==> src/rtl/pe_dot_sequencer.sv <==
// Sequencer for a dot-product processing element: fetches operand pairs from a buffer,
// streams them into the PE, captures the PE result and offers it on a valid/ready handshake.
module pe_dot_sequencer #(
    parameter int DATA_W  = 8,
    parameter int ACC_W   = 16,
    parameter int MAX_LEN = 16,
    localparam int LEN_W  = $clog2(MAX_LEN + 1),
    localparam int ADDR_W = $clog2(MAX_LEN)
) (
    input  logic              clk,
    input  logic              i_reset,
    input  logic              i_start,
    input  logic [LEN_W-1:0]  i_len,
    input  logic              i_abort,
    output logic              o_rd_en,
    output logic [ADDR_W-1:0] o_rd_addr,
    input  logic [DATA_W-1:0] i_a_data,
    input  logic [DATA_W-1:0] i_b_data,
    output logic [DATA_W-1:0] o_pe_a,
    output logic [DATA_W-1:0] o_pe_b,
    output logic              o_pe_enable,
    output logic              o_pe_clear,
    input  logic [ACC_W-1:0]  i_pe_result,
    input  logic              i_pe_overflow,
    output logic [ACC_W-1:0]  o_result,
    output logic              o_overflow,
    output logic              o_valid,
    input  logic              i_ready,
    output logic              o_busy
);

    typedef enum logic [2:0] {
        ST_IDLE   = 3'd0,
        ST_CLEAR  = 3'd1,
        ST_STREAM = 3'd2,
        ST_DRAIN  = 3'd3,
        ST_DONE   = 3'd4
    } state_t;

    state_t             state_r, state_s;
    logic [LEN_W-1:0]   len_r, len_s, k_r, k_s, len_clamp_s;
    logic               rd_en_r, rd_en_s, pe_enable_r, pe_enable_s;
    logic               pe_clear_r, pe_clear_s, valid_r, valid_s, busy_r;
    logic               overflow_r, overflow_s;
    logic [ADDR_W-1:0]  rd_addr_r, rd_addr_s;
    logic [ACC_W-1:0]   result_r, result_s;

    assign len_clamp_s = (i_len > LEN_W'(MAX_LEN)) ? LEN_W'(MAX_LEN) : i_len;

    // Next-state logic; control outputs are computed for the upcoming state and registered.
    always_comb begin
        state_s     = state_r;
        len_s       = len_r;
        k_s         = k_r;
        rd_en_s     = 1'b0;
        rd_addr_s   = '0;
        pe_enable_s = 1'b0;
        pe_clear_s  = 1'b0;
        valid_s     = 1'b0;
        result_s    = result_r;
        overflow_s  = overflow_r;
        case (state_r)
            ST_IDLE: begin
                if (i_start) begin
                    state_s    = ST_CLEAR;
                    len_s      = len_clamp_s;
                    pe_clear_s = 1'b1;
                    rd_en_s    = (len_clamp_s != LEN_W'(0));
                end else begin
                    state_s = ST_IDLE;
                end
            end
            ST_CLEAR: begin
                if (i_abort) begin
                    state_s    = ST_IDLE;
                    pe_clear_s = 1'b1;
                end else if (len_r != LEN_W'(0)) begin
                    state_s     = ST_STREAM;
                    k_s         = LEN_W'(0);
                    pe_enable_s = 1'b1;
                    rd_en_s     = (len_r > LEN_W'(1));
                    rd_addr_s   = (len_r > LEN_W'(1)) ? ADDR_W'(1) : ADDR_W'(0);
                end else begin
                    state_s = ST_DRAIN;
                end
            end
            ST_STREAM: begin
                if (i_abort) begin
                    state_s    = ST_IDLE;
                    pe_clear_s = 1'b1;
                end else if (k_r == len_r - LEN_W'(1)) begin
                    state_s = ST_DRAIN;
                end else begin
                    k_s         = k_r + LEN_W'(1);
                    pe_enable_s = 1'b1;
                    // Prefetch one element ahead of the element entering the PE.
                    if ((k_r + LEN_W'(2)) < len_r) begin
                        rd_en_s   = 1'b1;
                        rd_addr_s = ADDR_W'(k_r + LEN_W'(2));
                    end else begin
                        rd_en_s = 1'b0;
                    end
                end
            end
            ST_DRAIN: begin
                if (i_abort) begin
                    state_s    = ST_IDLE;
                    pe_clear_s = 1'b1;
                end else begin
                    state_s    = ST_DONE;
                    valid_s    = 1'b1;
                    result_s   = i_pe_result;
                    overflow_s = i_pe_overflow;
                end
            end
            ST_DONE: begin
                if (i_abort) begin
                    state_s    = ST_IDLE;
                    pe_clear_s = 1'b1;
                end else if (i_ready) begin
                    state_s = ST_IDLE;
                end else begin
                    valid_s = 1'b1;
                end
            end
            default: begin
                state_s = ST_IDLE;
            end
        endcase
    end

    // State and registered outputs.
    always_ff @(posedge clk or posedge i_reset) begin
        if (i_reset) begin
            state_r     <= ST_IDLE;
            len_r       <= '0;
            k_r         <= '0;
            rd_en_r     <= 1'b0;
            rd_addr_r   <= '0;
            pe_enable_r <= 1'b0;
            pe_clear_r  <= 1'b0;
            valid_r     <= 1'b0;
            busy_r      <= 1'b0;
            result_r    <= '0;
            overflow_r  <= 1'b0;
        end else begin
            state_r     <= state_s;
            len_r       <= len_s;
            k_r         <= k_s;
            rd_en_r     <= rd_en_s;
            rd_addr_r   <= rd_addr_s;
            pe_enable_r <= pe_enable_s;
            pe_clear_r  <= pe_clear_s;
            valid_r     <= valid_s;
            busy_r      <= (state_s != ST_IDLE);
            result_r    <= result_s;
            overflow_r  <= overflow_s;
        end
    end

    // Buffer data arrives in the cycle it is consumed, so operands bypass the registers.
    assign o_pe_a      = pe_enable_r ? i_a_data : '0;
    assign o_pe_b      = pe_enable_r ? i_b_data : '0;
    assign o_rd_en     = rd_en_r;
    assign o_rd_addr   = rd_addr_r;
    assign o_pe_enable = pe_enable_r;
    assign o_pe_clear  = pe_clear_r;
    assign o_valid     = valid_r;
    assign o_busy      = busy_r;
    assign o_result    = result_r;
    assign o_overflow  = overflow_r;

endmodule

==> config.mk <==
export PLATFORM = sky130hd
export DESIGN_NAME = pe_dot_sequencer
export DESIGN_NICKNAME = d
export VERILOG_FILES = /design/src/rtl/pe_dot_sequencer.sv
export SDC_FILE = /design/constraint.sdc
export NUM_CORES = 1
export LEC_CHECK = 0
export CORE_ASPECT_RATIO = 1.1
export CORE_MARGIN = 5
export CORE_UTILIZATION = 31
export CTS_CLUSTER_SIZE = 30
export DETAILED_ROUTE_END_ITERATION = 8
export GPL_TIMING_DRIVEN = 0
export PLACE_DENSITY_LB_ADDON = 0.2
export SYNTH_ARGS = -nofsm -noshare
export SYNTH_HDL_FRONTEND = slang
export SYNTH_SLANG_ARGS = --single-unit
==> constraint.sdc <==
create_clock -name clk -period 2.2 [get_ports clk]
set_input_delay 0.33 -clock clk [delete_from_list [all_inputs] [get_ports clk]]
set_output_delay 0.33 -clock clk [all_outputs]
set_load 0.05 [all_outputs]
==> results of run 1 <==
## cells by family (layout without fill, tap and decap cells)
group                      after synthesis  count (layout)  share of synthesized area
muxes                                   20              20                      0.110
buffers and inverters                   17             109                     0.0363
adders and majority gates                9               9                     0.0554
DFF                                     39              39                      0.480
xor gates and xnor gates                 8               8                     0.0455
AOI/OAI and AO/OA                       23              23                     0.0979
and+or+nand+nor                         59              59                      0.175
## registers in the layout (all words and copies together), names as in the netlist, 3 cells and up
| name | count |
|---|---|
| k_r | 5 |
| len_r | 5 |
| o_rd_addr | 4 |
| o_result | 16 |
| state_r | 3 |
## final timing paths
check	start	to
setup / recovery	i_a_data[2]	o_pe_a[2]
setup reg to reg	len_r[1]$_DFFE_PP0P_	k_r[4]$_DFFE_PP0P_
hold / removal	o_result[4]$_DFFE_PP0P_	o_result[4]$_DFFE_PP0P_
min in group asynchronous	i_reset	o_busy$_DFF_PP0_
max in group asynchronous	i_reset	o_result[8]$_DFFE_PP0P_
hold reg to reg	o_result[4]$_DFFE_PP0P_	o_result[4]$_DFFE_PP0P_
## area by class of cell
cell class              count  area (sq um)
inverters                  10          37.5
plain buffers               7          36.3
fillers                   641          3430
multi-input cells         119           983
clock buffers               7          76.3
flip-flops and latches     39           976
repair buffers             84           828
well taps                  82           103
clock inverters             1          5.00
## synth_stat cells, types with 3 or more instances
cell type,instances
dfrtp_1,39
and2_1,16
mux2_1,16
inv_1,10
nand2_1,10
ha_1,9
nor2_1,7
nand2b_1,5
o21ai_1,5
nand3b_1,4
a21oi_1,3
clkbuf_1,3
o211ai_1,3
xnor2_1,3
xor2_1,3
## worst max-delay path, stage by stage
cell	delay, ns
clkdlybuf4s50_1	0.45
and2_1	0.13
clkdlybuf4s50_1	0.80
## stage by stage
step                      cells  utilization  hold WS, ns  worst slack, ns  TNS, ns
final                       349        0.470        0.484            0.158        0
after floorplan             175            -        0.465            0.440        0
after global placement      341        0.460        0.468          -0.0657   -0.637
after CTS                   349        0.470        0.492            0.141        0
after global routing        349        0.470        0.507           0.0307        0
after detailed placement    341        0.460        0.475          -0.0527   -0.433
## layer usage
metal,track usage,vias to the layer above
met4,0.0307,0
met2,0.198,71
met3,0.0401,4
met5,0,-
li1,-,788
met1,0.145,760
## power by group through the flow
stage	clock [mW]	sequential (mW)	combinational, mW
final	0.457	1.19	2.46
after detailed placement	0	1.21	2.51
after floorplan	0	1.91	1.03
after CTS	0.485	1.20	2.50
after global placement	0	1.20	2.50
after global routing	0.518	1.25	2.65
==> reports/results.tsv, run 1 <==
metric	value	unit
Logic pwr share	0.599	
WL final	4.68	mm
vias in the first global route	1670	
largest net degree at the start of global routing	40	
Final Max Slew Viols	0	
commonest non-fill, non-tap cell in the layout	clkdlybuf4s50_1	
DRT iter0 DRCs	39	
pwr dens	1350	nW/um^2
switching power	1.95	mW
setup repair bufs after CTS	0	
sequential element share of the synthesized area	0.480	
die area	8280	sq um
post-DP HPWL	3.68	mm
Final setup viols	0	
cell internal pwr	2.16	mW
Post-CTS Resized	10	
max cap viols	0	
Nets	318	
Avg Cell Area, Syn	11.6	sq um
Num CTS Buffers	5	
share of Yosys cell area claimed by the top area cell type	0.480	
gr ovfl total	0	
chip width	87.2	um
GRT Overall Usage	0.118	
routed length on met1	2.00	mm
initial cell density of the core	0.314	
DR vias	1623	
IO buf count	84	
Worst R2R Path Depth	7	
layout cells sized above 1	0.0861	
status	complete, no violations	
dpl cell area	2980	sq um
hold crit path type	reg -> reg	
TritonCTS clock tree	built	
Most used DFF post-synth	dfrtp_1	
max layer used	met4	
synthesized net count	227	
row count	31	
maximum vdd ir drop	0.712	mV
asr flop ratio synth	1.00	
Setup Skew	0.00447	ns
Max Root-Sink Buffers	2	
Synth cell types	46	
met2 routed WL	2.08	mm
Rel. slew slack	0.469	
leakage	1.37	nW
CP endpoint kind	output port	
highest-count cells in the layout ignoring fill and taps	clkdlybuf4s50_1 (74), dfrtp_1 (39), mux2_1 (16), and2_1 (16)	
P&R area growth vs syn	49.8	%
GPL Wtd Cong	0.720	
Clk Latency, worst-skew pair	0.28	ns
post-route cell area	3050	sq um
Tot Pwr	4.11	mW
initial antenna violation count	0	
Post-CTS Hold Fix Bufs	0	
worst endpoint required time	1.87	ns
core area	6480	sq um
via/cell ratio	4.65	
Worst Tran Pin Value	0.796	ns
#FFs+latches synth	39	
Seq pwr share	0.290	
CP Launch Type	input port	
crit path kind	in -> out	
cell area after synthesis	2030	sq um
Area contributors post-synth	dfrtp_1 (48%), mux2_1 (8.9%), ha_1 (5.5%)	
Yosys top cell by area	dfrtp_1	
first-pass GRT wire length	7.82	mm
Yosys warnings	0	
DRT antenna net count	0	
die span in y	94.9	um
clock power share	0.111	
Hold Fails Final Rpt	0	
Top Ports	85	
clock sink count	39	
H-tree depth	2	
Ant. Diodes	0	
DRC viols	0	
Clock Pin Slew Worst Setup and Hold Paths	0.07	ns
Tmin final	2.04	ns
Tcrit/Tclk final	0.928	
WL/cell	13.4	um
EDFF count, synth	0	
flop-to-flop setup slack	0.24	ns
Worst Hold Path Cells	1	
met3 wire length	558	um
CTS Root Cell	clkbuf_8	
switching share of total power	0.475	
DRT Pass-1 Iters	4	
critical path arrival	1.71	ns
fmax	490	MHz
Mapped Cells	175	
unrepaired setup endpoints after global routing	no	
crit-path max FO	1	
Note: power is estimated with default switching activity, not from simulation.
==> inputs of run 2 (changes only) <==
Settings changed: CORE_MARGIN 5 to default.
==> run 2 against run 1 <==
Clock power rose by 31%. Critical path depth did not move. Largest power group unchanged. Fmax rose by 0.36%. Total power rose by 3.6%. Flip-flop and latch count did not move. Sequential power barely moved. Highest routed layer unchanged. Critical path type is now reg -> out.
==> reports/results.tsv, run 2 (synthesis gave the netlist of run 1 again) <==
metric	value	unit	change
DRC viols	0		unchanged
DR vias	1622		was 1,623
dpl cell area	2970	sq um	was 2980 sq um
highest-count cells in the layout ignoring fill and taps	clkdlybuf4s50_1 (74), dfrtp_1 (39), mux2_1 (16), and2_1 (16)		unchanged
Tcrit/Tclk final	0.925		was 0.928
Nets	318		unchanged
clock power share	0.141		was 0.111
maximum vdd ir drop	0.619	mV	was 0.712 mV
Worst Tran Pin Value	0.807	ns	was 0.796 ns
switching power	1.99	mW	was 1.95 mW
CP endpoint kind	output port		unchanged
layout cells sized above 1	0.0936		was 0.0861
P&R area growth vs syn	51.2	%	was 49.8%
Clock Pin Slew Worst Setup and Hold Paths	0.08	ns	was 0.07 ns
H-tree depth	2		unchanged
initial antenna violation count	0		unchanged
fmax	491	MHz	was 490 MHz
WL/cell	13.3	um	was 13.4 um
setup repair bufs after CTS	0		unchanged
cell family with most CP delay	buffers and inverters		unchanged
Final setup viols	0		unchanged
die span in y	86.9	um	was 94.9 um
post-DP HPWL	3.50	mm	was 3.68 mm
Seq pwr share	0.279		was 0.290
Top Ports	85		unchanged
TritonCTS clock tree	built		unchanged
chip width	79.2	um	was 87.2 um
Max Root-Sink Buffers	2		unchanged
core area	6270	sq um	was 6480 sq um
Setup Skew	0.0125	ns	was 0.00447 ns
Logic pwr share	0.580		was 0.599
slowest cell delay on critical path	0.54	ns	was 0.80 ns
CTS Root Cell	clkbuf_8		unchanged
unrepaired setup endpoints after global routing	no		unchanged
CP Cell Sequence	clkbuf_1 > and2_1 > dlygate4sd2_1		was clkdlybuf4s50_1 > and2_1 > clkdlybuf4s50_1
GPL Wtd Cong	0.727		was 0.720
Hold Fails Final Rpt	0		unchanged
worst endpoint required time	1.87	ns	about the same
switching share of total power	0.466		was 0.475
Tmin final	2.03	ns	was 2.04 ns
GRT Overall Usage	0.145		was 0.118
Clk Latency, worst-skew pair	0.29	ns	was 0.28 ns
Ant. Diodes	0		unchanged
critical path arrival	1.70	ns	was 1.71 ns
IO buf count	84		unchanged
via/cell ratio	4.67		was 4.65
CP Launch Type	register		was input port
crit-path max FO	10		was 1
final core occ	0.490		was 0.470
vias in the first global route	1645		was 1,670
max cap viols	0		unchanged
DRT antenna net count	0		unchanged
hold crit path type	reg -> reg		unchanged
Num CTS Buffers	5		unchanged
row count	30		was 31
die area	6890	sq um	was 8280 sq um
commonest non-fill, non-tap cell in the layout	clkdlybuf4s50_1		unchanged
initial cell density of the core	0.324		was 0.314
largest net degree at the start of global routing	40		unchanged
first-pass GRT wire length	7.74	mm	was 7.82 mm
crit path kind	reg -> out		was in -> out
WHS	0.486	ns	was 0.484 ns
Final Max Slew Viols	0		unchanged
cell internal pwr	2.28	mW	was 2.16 mW
WL final	4.61	mm	was 4.68 mm
leakage	1.38	nW	was 1.37 nW
Crit path buffers/inverters	2		unchanged
post-route cell area	3070	sq um	was 3050 sq um
gr ovfl total	0		unchanged
clock sink count	39		unchanged
DRT iter0 DRCs	64		was 39
status	complete, no violations		unchanged
Rel. slew slack	0.461		was 0.469
Slowest cell on crit path	dlygate4sd2_1		was clkdlybuf4s50_1
DRT Pass-1 Iters	4		unchanged
number of flip-flops in the largest register	16		unchanged
pwr dens	1390	nW/um^2	was 1350 nW/um^2
==> run 2: metal layers <==
layer / part of all wire / global-route usage
met4: 0.0093 / 0.0446
met1: 0.45 / 0.175
met3: 0.082 / 0.0461
met2: 0.46 / 0.246
met5: 0 / 0
==> run 2: layout make-up <==
type / count / area [sq um]
clock buffers: 5 / 68.8
multi-input cells: 119 / 983
inverters: 10 / 37.5
flip-flops and latches: 39 / 976
well taps: 80 / 100
clock inverters: 3 / 43.8
repair buffers: 84 / 828
plain buffers: 7 / 36.3
fillers: 594 / 3190
==> run 2: power groups by stage <==
stage                     Combinational, mW  Sequential [mW]  Clock, mW
final                                  2.47             1.19      0.600
after global routing                   2.64             1.23      0.659
after CTS                              2.50             1.20      0.624
after detailed placement               2.52             1.21          0
after global placement                 2.49             1.20          0
after floorplan                        1.03             1.91          0
==> run 2: what timing repair did <==
| action | CTS | global route |
|---|---|---|
| hold buffers | 0 | 0 |
| gates resized for setup | 10 | 0 |
| endpoints found under the setup margin | 10 | 0 |
==> run 2: worst paths after layout <==
path	start	end	slack, ns	cells past startpoint
worst min register to register	o_result[2]$_DFFE_PP0P_	o_result[2]$_DFFE_PP0P_	0.49	1
min in group asynchronous	i_reset	o_result[8]$_DFFE_PP0P_	0.52	2
worst min-delay path	o_result[2]$_DFFE_PP0P_	o_result[2]$_DFFE_PP0P_	0.49	1
worst max register to register	len_r[1]$_DFFE_PP0P_	o_rd_en$_DFF_PP0_	0.23	7
worst max-delay path	o_pe_enable$_DFF_PP0_	o_pe_a[5]	0.17	3
max in group asynchronous	i_reset	o_rd_en$_DFF_PP0_	1.16	2
==> run 2: stage by stage <==
stage	setup slack, ns	power [mW]	TNS [ns]	cells
final	0.165	4.26	0	347
after global routing	0.0311	4.54	0	347
after CTS	0.115	4.32	0	347
after detailed placement	-0.115	3.73	-0.984	339
after global placement	-0.0531	3.69	-0.509	339
after floorplan	0.440	2.94	0	175
==> inputs of run 3 (changes only) <==
Settings changed: CELL_PAD_IN_SITES_DETAIL_PLACEMENT from default to 0, CELL_PAD_IN_SITES_GLOBAL_PLACEMENT from default to 1, CORE_ASPECT_RATIO 1.1 to default.
==> run 3 against run 2 <==
First-iteration DRC count fell by 16%. Cell count shrank 0.86%. Total power up 0.26%. Worst hold slack improved by 0.00061 ns. Combinational power about the same. Non-clock buffer count unchanged. Global-route usage hardly changed. Sequential power about the same. Worst setup slack better by 0.013 ns. Count of clock-buffer cells in the layout is the same. Fmax up 0.64%. Via count is 2.4% lower. Largest power group unchanged.
==> reports/results.tsv, run 3 (synthesis gave the netlist of run 1 again) <==
metric	value	unit	change
crit path kind	in -> out		was reg -> out
# fillers	600		was 594
largest net degree at the start of global routing	40		unchanged
Setup Skew	0.00802	ns	was 0.0125 ns
DR vias	1583		was 1,622
Top Ports	85		unchanged
CTS Root Cell	clkbuf_8		unchanged
Tcrit/Tclk final	0.919		was 0.925
slowest cell delay on critical path	0.80	ns	was 0.54 ns
RR Startpoint	len_r[1]$_DFFE_PP0P_		unchanged
hold crit path type	reg -> reg		unchanged
vias in the first global route	1627		was 1,645
Tmin final	2.02	ns	was 2.03 ns
via/cell ratio	4.60		was 4.67
DRT Pass-1 Iters	4		unchanged
status	complete, no violations		unchanged
Final Max Slew Viols	0		unchanged
crit-path max FO	1		was 10
TritonCTS clock tree	built		unchanged
die span in y	83.0	um	was 86.9 um
Slowest cell on crit path	clkdlybuf4s50_1		was dlygate4sd2_1
IO buf count	84		unchanged
leakage	1.38	nW	unchanged
final core occ	0.484		was 0.490
GRT Overall Usage	0.146		was 0.145
Seq pwr share	0.279		about the same
maximum vdd ir drop	0.799	mV	was 0.619 mV
Max Root-Sink Buffers	2		unchanged
pwr dens	1390	nW/um^2	about the same
Post-CTS Resized	10		unchanged
number of flip-flops in the largest register	16		unchanged
initial antenna violation count	0		unchanged
max cap viols	0		unchanged
H-tree depth	2		unchanged
Clock Pin Slew Worst Setup and Hold Paths	0.08	ns	about the same
switching share of total power	0.467		was 0.466
core area	6350	sq um	was 6270 sq um
DRT antenna net count	0		unchanged
GPL Wtd Cong	0.715		was 0.727
die area	6890	sq um	about the same
P&R area growth vs syn	51.0	%	was 51.2%
multi-input logic area	983	sq um	unchanged
worst endpoint required time	1.87	ns	about the same
Logic pwr share	0.580		about the same
WL/cell	13.1	um	was 13.3 um
DRC viols	0		unchanged
chip width	83.0	um	was 79.2 um
initial cell density of the core	0.320		was 0.324
clock sink count	39		unchanged
post-DP HPWL	3.52	mm	was 3.50 mm
row count	29		was 30
Ant. Diodes	0		unchanged
fmax	495	MHz	was 491 MHz
Hold Fails Final Rpt	0		unchanged
Final Non-Filler Cells	344		was 347
layout cells sized above 1	0.0936		unchanged
CP endpoint kind	output port		unchanged
setup repair bufs after CTS	0		unchanged
CP startpoint	i_b_data[7]		was o_pe_enable$_DFF_PP0_
Final setup viols	0		unchanged
register area	976	sq um	unchanged
clock power share	0.141		about the same
Post-CTS Hold Fix Bufs	0		unchanged
Most common cell on crit path	clkdlybuf4s50_1		
Clk Latency, worst-skew pair	0.29	ns	about the same
unrepaired setup endpoints after global routing	no		unchanged
Worst Tran Pin Value	0.802	ns	was 0.807 ns
cell internal pwr	2.28	mW	about the same
switching power	2.00	mW	was 1.99 mW
gr ovfl total	0		unchanged
DRT iter0 DRCs	54		was 64
Rel. slew slack	0.464		was 0.461
DP Cell Count	336		was 339
commonest non-fill, non-tap cell in the layout	clkdlybuf4s50_1		unchanged
Num CTS Buffers	5		unchanged
CP Launch Type	input port		was register
WL final	4.49	mm	was 4.61 mm
highest-count cells in the layout ignoring fill and taps	clkdlybuf4s50_1 (74), dfrtp_1 (39), mux2_1 (16), and2_1 (16)		unchanged
CP Cell Sequence	clkdlybuf4s50_1 > and2_1 > clkdlybuf4s50_1		was clkbuf_1 > and2_1 > dlygate4sd2_1
critical path arrival	1.69	ns	was 1.70 ns
first-pass GRT wire length	8.07	mm	was 7.74 mm
Nets	318		unchanged
min-delay src	o_result[8]$_DFFE_PP0P_		was o_result[2]$_DFFE_PP0P_
## run 3: cell counts in the layout (fill, tap and decap cells not counted)
Identical to the previous run, type by type.
## run 3: power groups by stage
stage          logic, mW  registers [mW]  clock network [mW]
3_3_place_gp        2.51            1.20                   0
3_5_place_dp        2.52            1.22                   0
2_1_floorplan       1.03            1.91                   0
4_1_cts             2.51            1.20               0.624
6_report            2.48            1.19               0.602
5_1_grt             2.66            1.24               0.656
## run 3: worst max-delay path: cells and delay by family
kind	cells	cell delay, ns
buf+inv	2	1.25
simple gates	1	0.11
## run 3: metal layers
layer	wire [um]	global-route usage	vias to the layer above
met5	0	0	-
met4	45	0.0423	0
met3	241	0.0378	6
met2	2070	0.234	50
met1	2140	0.193	738
li1	-	-	789
## run 3: cell type report
cell class,instances,share of cell area
clock inverters,3,0.0143
clock buffers,5,0.0224
plain buffers,7,0.0118
flip-flops and latches,39,0.318
multi-input cells,119,0.320
inverters,10,0.0122
repair buffers,84,0.270
well taps,77,0.0314
## run 3: final timing paths
kind | cells after the start | slack, ns | end
max in group asynchronous | 2 | 1.19 | len_r[3]$_DFFE_PP0P_
min in group asynchronous | 2 | 0.50 | o_result[0]$_DFFE_PP0P_
setup / recovery | 3 | 0.18 | o_pe_b[7]
hold / removal | 1 | 0.49 | o_result[8]$_DFFE_PP0P_
setup reg to reg | 7 | 0.22 | k_r[4]$_DFFE_PP0P_
hold reg to reg | 1 | 0.49 | o_result[8]$_DFFE_PP0P_
## run 3: through the flow
step	TNS [ns]	hold slack, ns	worst slack, ns	cell area, sq um	power, mW
6_report	0	0.486	0.178	3070	4.28
5_1_grt	0	0.513	0.0352	3070	4.55
4_1_cts	0	0.495	0.154	3070	4.33
3_5_place_dp	-0.294	0.477	-0.0379	2970	3.74
3_3_place_gp	-0.631	0.469	-0.0676	2970	3.71
2_1_floorplan	0	0.465	0.440	2030	2.94
